<file path="src/rtl/byte_serial_adder_pkg.sv">
// Shared constants and FSM encoding for the byte-serial adder.
package byte_serial_adder_pkg;

  localparam int unsigned BYTE = 8;

  typedef enum logic [1:0] {
    ST_IDLE = 2'd0,
    ST_RUN  = 2'd1,
    ST_DONE = 2'd2
  } state_e;

endpackage

</file>
<file path="src/rtl/byte_serial_adder_cla8_slice.sv">
// Combinational 8-bit carry-lookahead adder slice.
module cla8_slice
  import byte_serial_adder_pkg::*;
(
  input  logic [BYTE-1:0] a_i,
  input  logic [BYTE-1:0] b_i,
  input  logic            cin_i,
  output logic [BYTE-1:0] sum_o,
  output logic            cout_o
);

  logic [BYTE-1:0] g;
  logic [BYTE-1:0] p;
  logic [BYTE:0]   c;

  assign g = a_i & b_i;
  assign p = a_i ^ b_i;

  // Each carry is a flat sum of generate terms masked by the propagate chain below it.
  always_comb begin
    logic pp;
    c    = '0;
    c[0] = cin_i;
    for (int i = 0; i < int'(BYTE); i++) begin
      c[i+1] = g[i];
      pp     = p[i];
      for (int j = i - 1; j >= 0; j--) begin
        c[i+1] = c[i+1] | (pp & g[j]);
        pp     = pp & p[j];
      end
      c[i+1] = c[i+1] | (pp & cin_i);
    end
  end

  assign sum_o  = p ^ c[BYTE-1:0];
  assign cout_o = c[BYTE];

endmodule

</file>
<file path="src/rtl/byte_serial_adder.sv">
// Multi-byte add/subtract engine: one CLA slice per cycle, LSB byte first.
module byte_serial_adder
  import byte_serial_adder_pkg::*;
#(
  parameter int unsigned NBYTES = 4
) (
  input  logic                   clk,
  input  logic                   rst,
  input  logic                   in_valid,
  output logic                   in_ready,
  input  logic [BYTE*NBYTES-1:0] in_a,
  input  logic [BYTE*NBYTES-1:0] in_b,
  input  logic                   in_cin,
  input  logic                   in_sub,
  output logic                   out_valid,
  input  logic                   out_ready,
  output logic [BYTE*NBYTES-1:0] out_sum,
  output logic                   out_cout,
  output logic                   out_ovf
);

  localparam int unsigned W    = BYTE * NBYTES;
  localparam int unsigned IDXW = (NBYTES > 1) ? $clog2(NBYTES) : 1;

  state_e          state_q;
  logic [IDXW-1:0] idx_q;
  logic [W-1:0]    a_q;
  logic [W-1:0]    b_q;
  logic [W-1:0]    sum_q;
  logic            carry_q;
  logic            cout_q;
  logic            ovf_q;
  logic            out_valid_q;
  logic            in_ready_q;

  logic [BYTE-1:0] slice_sum;
  logic            slice_cout;
  logic            last_byte;

  cla8_slice u_slice (
    .a_i    (a_q[BYTE-1:0]),
    .b_i    (b_q[BYTE-1:0]),
    .cin_i  (carry_q),
    .sum_o  (slice_sum),
    .cout_o (slice_cout)
  );

  assign last_byte = (idx_q == IDXW'(NBYTES - 1));

  // FSM, operand shift registers, carry and result registers.
  always_ff @(posedge clk) begin
    if (rst) begin
      state_q     <= ST_IDLE;
      idx_q       <= '0;
      a_q         <= '0;
      b_q         <= '0;
      sum_q       <= '0;
      carry_q     <= 1'b0;
      cout_q      <= 1'b0;
      ovf_q       <= 1'b0;
      out_valid_q <= 1'b0;
      in_ready_q  <= 1'b1;
    end else begin
      case (state_q)
        ST_IDLE: begin
          if (in_valid && in_ready_q) begin
            a_q        <= in_a;
            b_q        <= in_b ^ {W{in_sub}};
            carry_q    <= in_sub | in_cin;
            idx_q      <= '0;
            in_ready_q <= 1'b0;
            state_q    <= ST_RUN;
          end
        end
        ST_RUN: begin
          // Operands shift down so the slice always sees the current byte at the bottom.
          sum_q   <= {slice_sum, sum_q[W-1:BYTE]};
          a_q     <= a_q >> BYTE;
          b_q     <= b_q >> BYTE;
          carry_q <= slice_cout;
          idx_q   <= idx_q + IDXW'(1);
          if (last_byte) begin
            cout_q  <= slice_cout;
            ovf_q   <= (a_q[BYTE-1] == b_q[BYTE-1]) && (slice_sum[BYTE-1] != a_q[BYTE-1]);
            state_q <= ST_DONE;
          end
        end
        ST_DONE: begin
          if (!out_valid_q) begin
            out_valid_q <= 1'b1;
          end else if (out_ready) begin
            out_valid_q <= 1'b0;
            in_ready_q  <= 1'b1;
            state_q     <= ST_IDLE;
          end
        end
        default: state_q <= ST_IDLE;
      endcase
    end
  end

  assign in_ready  = in_ready_q;
  assign out_valid = out_valid_q;
  assign out_sum   = sum_q;
  assign out_cout  = cout_q;
  assign out_ovf   = ovf_q;

endmodule

</file>
<file path="config.mk">
export PLATFORM = sky130hd
export DESIGN_NAME = byte_serial_adder
export DESIGN_NICKNAME = d
export VERILOG_FILES = /design/src/rtl/byte_serial_adder_pkg.sv /design/src/rtl/byte_serial_adder_cla8_slice.sv /design/src/rtl/byte_serial_adder.sv
export SDC_FILE = /design/constraint.sdc
export NUM_CORES = 1
export LEC_CHECK = 0
export BUFFER_PORTS_ARGS = -buffer_cell sky130_fd_sc_hd__buf_2
export CAP_MARGIN = 20
export CORE_MARGIN = 2
export CORE_UTILIZATION = 40
export DETAILED_ROUTE_END_ITERATION = 12
export PLACE_DENSITY = 0.65
export SLEW_MARGIN = 15
export SYNTH_ARGS = -nofsm -noshare
export SYNTH_HDL_FRONTEND = slang
export SYNTH_SLANG_ARGS = --single-unit
</file>
<file path="constraint.sdc">
create_clock -name clk -period 2.2 [get_ports clk]
set_input_delay 0.33 -clock clk [delete_from_list [all_inputs] [get_ports clk]]
set_output_delay 0.33 -clock clk [all_outputs]
set_load 0.005 [all_outputs]
</file>
==> flow_metrics.py, run 1 <==
metrics = {
    "global_route": {
        "grt_pass1_vias": 4148,
        "grt_start_max_net_pins": 55,
        "track_usage_pct": 19.54,
        "gr-total-overflow": 0,
        "antenna_found_initial": 0,
        "grt_pass1_wl_mm": 20.05,
    },
    "clocking": {
        "insertion_delay_ns": 0.35,
        "holdBufCountCts": 0,
        "clock-sinks": 105,
        "root_buffer": "clkbuf_16",
        "numCtsBuffers": 9,
        "cts_tree": "yes",
        "clock_path_buffers": 2,
        "clkTransAtPathRegs_ns": 0.07,
        "htreeDepth": 3,
        "post_cts_buffers": 0,
        "cts-resized-gates": 0,
    },
    "synth": {
        "muxShareOfSynthArea_pct": 0,
        "syn_area_sq_um": 4712,
        "yosys_warnings": 0,
        "synth_top_family_by_area": "simple AND/OR/NAND/NOR gates",
        "synth_nets": 654,
        "ys_seq_area_share_pct": 44.61,
        "yosysUniqueCellTypes": 44,
        "synth_simple_gate_area_share_pct": 21.43,
        "syn_inst": 574,
        "ys_async_sr_fraction_pct": 0,
        "avgSynthCellArea_sq_um": 8.209,
        "ys.flop_type": "dfxtp_1",
        "synth_edf_count": 0,
        "ys_ff_latch": 105,
        "synth_xor_area_share_pct": 6.691,
        "synth-adder-area-share_pct": 2.815,
        "synth_compound_area_share_pct": 19.22,
    },
    "floorplanning": {
        "dieArea_sq_um": 12660,
        "initial_core_util_pct": 41.09,
        "die_h_microns": 112.5,
        "pin_count": 106,
        "num_rows": 39,
        "core_area_sq_um": 11470,
        "die_w_microns": 112.5,
    },
    "final_layout": {
        "fin_area_sq_um": 5643,
        "layout-drive-gt1-share_pct": 21.72,
        "n_antenna_cell": 0,
        "area_growth_pct": 19.76,
        "fin_nets": 738,
    },
    "route": {
        "viasPerCell": 5.233,
        "dr.pass1.iters": 4,
        "drc": 0,
        "vias": 4218,
        "drt_iter0_markers": 272,
        "ant_nets": 0,
        "wl_per_cell_microns": 14.83,
        "wirelength_mm": 11.95,
    },
    "timing": {
        "slew_headroom_pct": 68.63,
        "drv_slew": 0,
        "finalClockSkew_ns": 0.007570,
        "setup_tns_ns": 0,
        "fin_crit_sh_pct": 89.68,
        "rsz0062_at_grt": "false",
        "min_period_ns": 1.973,
        "hold_violations": 0,
        "timing.fmax_mhz": 506.9,
        "tightest_slew_ns": 0.4705,
        "setup_viol": 0,
    },
    "setup_path": {
        "cp-end-kind": "flop",
        "path_class": "flop to flop",
        "start_kind": "flop",
        "cp_max_fo": 4,
        "cp.required_ns": 2.43,
        "crit_arrival_ns": 2.21,
    },
    "placed_design": {
        "place_congestion": 0.8819,
        "numPortBuffers": 105,
        "place_hpwl_mm": 8.586,
        "post_dp_cell_area_sq_um": 5358,
    },
    "hold_path": {
        "worstHoldPathType": "input port to flop",
    },
    "power": {
        "power_density_nw_per_um2": 780.5,
        "irDropWorstVdd_uv": 483.2,
        "power_leakage_nw": 2.295,
    },
    "job": {
        "drv_cap": 0,
    },
    "run_status": {
        "status": "complete, no violations",
    },
}
-- layout by cell type (no fill, tap or decap), types with 9 or more instances in the layout --
cell type	count
nand2_1	122
a221oi_1	24
buf_4	12
dfxtp_1	105
nor2_1	85
a21oi_1	52
buf_2	104
clkbuf_16	9
a311oi_1	25
xnor2_1	29
ha_1	9
nand3_1	17
-- synthesized netlist by cell type, types with 2 or more instances --
cell / instances / area [sq um]
nand2_1: 123 / 461.7
dfxtp_1: 105 / 2102
nor2_1: 85 / 319.1
a21oi_1: 52 / 260.3
xnor2_1: 29 / 254.0
a311oi_1: 25 / 219.0
a221oi_1: 24 / 210.2
clkbuf_1: 24 / 90.09
buf_2: 19 / 95.09
nand3_1: 17 / 85.08
ha_1: 9 / 112.6
inv_1: 7 / 26.28
xor2_1: 7 / 61.31
o21ai_0: 5 / 25.02
a211oi_1: 4 / 30.03
a21o_1: 3 / 22.52
nand4_1: 3 / 18.77
a2111oi_2: 2 / 30.03
a31oi_1: 2 / 12.51
clkbuf_8: 2 / 27.53
nand3b_1: 2 / 15.01
nor3b_1: 2 / 15.01
o41ai_1: 2 / 17.52
-- path summary, 6_finish.rpt --
path,from,to,slack (ns),depth (start not counted)
max,a_q[1],out_sum[29],0.23,5
min,in_a[30],a_q[30],0.22,3
max reg2reg,a_q[1],out_sum[29],0.23,5
min reg2reg,out_sum[4],out_sum[4],0.45,2
-- flip-flops by register name, indices dropped and copies added, names as in the netlist, 2 cells and up --
| signal | count |
|---|---|
| a_q | 32 |
| b_q | 32 |
| idx_q | 2 |
| out_sum | 32 |
| state_q | 2 |
-- metrics by stage --
stage | util, % | setup slack [ns] | hold slack [ns] | instances | power [mW]
final | 49.21 | 0.2271 | 0.2199 | 806 | 4.405
after global routing | 49.21 | 0.1207 | 0.2297 | 806 | 4.611
after CTS | 49.21 | 0.2321 | 0.2136 | 806 | 4.445
after detailed placement | 46.72 | 0.2504 | 0.4470 | 790 | 2.912
after global placement | 46.72 | 0.2681 | 0.4396 | 790 | 2.890
after floorplan | - | 0.3414 | 0.4436 | 574 | 2.659
-- layer usage --
layer,vias up,track usage [%],part of all wire (%)
met5,-,0,0
met4,0,4.553,1.1
met3,13,3.996,4.5
met2,129,34.90,50
met1,1928,24.23,44
li1,2148,-,-
-- final cells by class --
type	count	area [sq um]
fillers	1108	5824
multi-input cells	415	2376
flip-flops and latches	105	2102
repair buffers	119	670.6
clock buffers	13	260.3
well taps	143	178.9
inverters	8	30.03
clock inverters	3	25.02
-- kinds of logic (layout without fill, tap and decap cells) --
logic type      after synthesis  after routing
flops                       105            105
xor+xnor                     36             36
buf+inv                      54            143
simple gates                241            241
fa+ha+maj                    10             10
compound gates              128            128
-- report_power, final --
| group | internal, mW | switching [mW] |
|---|---|---|
| Sequential | 2.03 | 0.0891 |
| Combinational | 0.304 | 0.445 |
| Clock | 0.835 | 0.701 |
| Total | 3.17 | 1.24 |
-- critical path: stages, from the launching register on --
cell and delay (ns):
dfxtp_1 0.33, ha_1 0.35, a21o_1 0.24, a2111oi_2 0.47
nor3_1 0.11, or3b_1 0.36
Note: power is estimated with default switching activity, not from simulation.
==> run 2, diff against run 1 <==
--- a/config.mk
+++ b/config.mk
@@ -7,6 +7,7 @@
 export LEC_CHECK = 0
 export BUFFER_PORTS_ARGS = -buffer_cell sky130_fd_sc_hd__buf_2
 export CAP_MARGIN = 20
+export CORE_ASPECT_RATIO = 1.4
 export CORE_MARGIN = 2
 export CORE_UTILIZATION = 40
 export DETAILED_ROUTE_END_ITERATION = 12
==> flow_metrics.py, run 2 (same netlist as run 1, synthesis figures left out) <==
metrics = {
    "run_status": {
        "status": "complete, no violations",
    },
    "hold_path": {
        "worstHoldPathType": "input port to flop",
        "min_from": "in_a[29]",
    },
    "placed_design": {
        "place_hpwl_mm": 8.389,
        "numPortBuffers": 105,
        "place_congestion": 0.8450,
    },
    "final_layout": {
        "n_antenna_cell": 0,
        "fin_nets": 735,
        "final_cell_mix": "nand2_1 (122), dfxtp_1 (105), buf_2 (104)",
        "layout-drive-gt1-share_pct": 21.67,
        "layout_commonest_cell": "nand2_1",
        "fillerInstances": 1130,
        "area_growth_pct": 20.07,
    },
    "setup_path": {
        "crit_path_start": "a_q[1]",
        "crit_chain": "ha_1, a21o_1, a2111oi_2, nor3_1, or3b_1",
        "r2r_setup_slack_ns": 0.28,
        "crit_end": "out_sum[29]",
        "max_stage_delay_ns": 0.45,
        "critical-path-slowest-cell": "a2111oi_2",
        "start_kind": "flop",
        "crit_arrival_ns": 2.15,
        "cp.required_ns": 2.43,
        "critPathTopFamily": "compound AO/OA/AOI/OAI gates",
        "r2r_start": "a_q[1]",
        "rr_worst_depth": 5,
        "path_class": "flop to flop",
        "rr_endpoint": "out_sum[29]",
        "crit_cells": 5,
        "cp-end-kind": "flop",
        "worst-path-buf-inv": 0,
        "cp_max_fo": 4,
    },
    "floorplanning": {
        "core_area_sq_um": 11400,
        "num_rows": 46,
        "die_h_microns": 132.4,
        "die_w_microns": 95.73,
        "dieArea_sq_um": 12680,
        "pin_count": 106,
        "initial_core_util_pct": 41.35,
    },
    "clocking": {
        "post_cts_buffers": 0,
        "root_buffer": "clkbuf_16",
        "insertion_delay_ns": 0.35,
        "clock_path_buffers": 2,
        "numCtsBuffers": 9,
        "htreeDepth": 3,
        "clock-sinks": 105,
        "cts-resized-gates": 0,
        "clkTransAtPathRegs_ns": 0.07,
        "cts_tree": "yes",
        "holdBufCountCts": 0,
    },
    "global_route": {
        "grt_pass1_vias": 3930,
        "track_usage_pct": 19.19,
        "grt_start_max_net_pins": 73,
        "gr-total-overflow": 0,
        "antenna_found_initial": 0,
        "grt_pass1_wl_mm": 19.22,
    },
    "route": {
        "wl_met1_mm": 5.054,
        "routed-wl-met2_mm": 5.981,
        "viasPerCell": 5.204,
        "vias": 4184,
        "drc": 0,
        "ant_nets": 0,
        "dr.pass1.iters": 5,
        "wl_per_cell_microns": 14.64,
        "drt_iter0_markers": 193,
        "wirelength_mm": 11.77,
        "highest_layer": "met4",
        "dr_wl_met3_microns": 507,
    },
    "timing": {
        "hold_ws_ns": 0.2219,
        "min_period_ns": 1.917,
        "hold_violations": 0,
        "setup_tns_ns": 0,
        "drv_slew": 0,
        "tightest_slew_ns": 0.4443,
        "rsz0062_at_grt": "false",
        "timing.fmax_mhz": 521.7,
        "fin_crit_sh_pct": 87.12,
        "slew_headroom_pct": 70.38,
        "setup_viol": 0,
        "finalClockSkew_ns": 0.008176,
    },
    "job": {
        "drv_cap": 0,
    },
    "power": {
        "power_leakage_nw": 2.299,
        "irDropWorstVdd_uv": 381.1,
        "power_density_nw_per_um2": 786.8,
    },
}
==> run 2: worst reg2reg max path: stages, from the launching register on <==
cell       delay, ns
dfxtp_1         0.32
ha_1            0.35
a21o_1          0.23
a2111oi_2       0.45
nor3_1          0.10
or3b_1          0.35
==> run 2: worst min path at each step <==
| stage | to | slack [ns] | cells after the start |
|---|---|---|---|
| floorplan | b_q[24] | 0.44 | 2 |
| global placement | out_sum[4] | 0.44 | 2 |
| detailed placement | out_sum[0] | 0.44 | 2 |
| CTS | a_q[27] | 0.22 | 3 |
| global route | a_q[26] | 0.22 | 3 |
| finish | a_q[29] | 0.22 | 3 |
==> run 2: where the power goes <==
group | internal (mW) | switching [mW] | total, mW | leakage, nW
clock network | 0.905 | 0.691 | 1.60 | 0.148
logic | 0.306 | 0.433 | 0.738 | 1.29
registers | 2.03 | 0.0884 | 2.12 | 0.857
total | 3.24 | 1.21 | 4.45 | 2.30
==> run 2: final cells by class <==
| type | instances | area (sq um) | share of cell area (%) |
|---|---|---|---|
| timing repair buffer | 116 | 673.1 | 11.90 |
| tap | 144 | 180.2 | 3.184 |
| clock inverter | 6 | 57.56 | 1.017 |
| sequential | 105 | 2102 | 37.15 |
| multi-input combinational | 415 | 2376 | 41.99 |
| inverter | 8 | 30.03 | 0.5307 |
| clock buffer | 10 | 239.0 | 4.224 |
==> run 2: per-layer routing <==
layer,global-route usage [%],vias to the layer above
met3,3.645,13
li1,-,2148
met5,0,-
met1,23.44,1926
met4,7.063,0
met2,32.94,97
==> run 2: per-stage QoR <==
step	util, %	cell area [sq um]	total power [mW]	setup WS (ns)	std cells
final	49.65	5658	4.452	0.2833	804
after global routing	49.65	5658	4.687	0.1357	804
after CTS	49.65	5658	4.488	0.2813	804
after detailed placement	47.05	5361	2.903	0.2920	788
after global placement	47.05	5361	2.888	0.3152	788
after floorplan	-	4712	2.659	0.3414	574
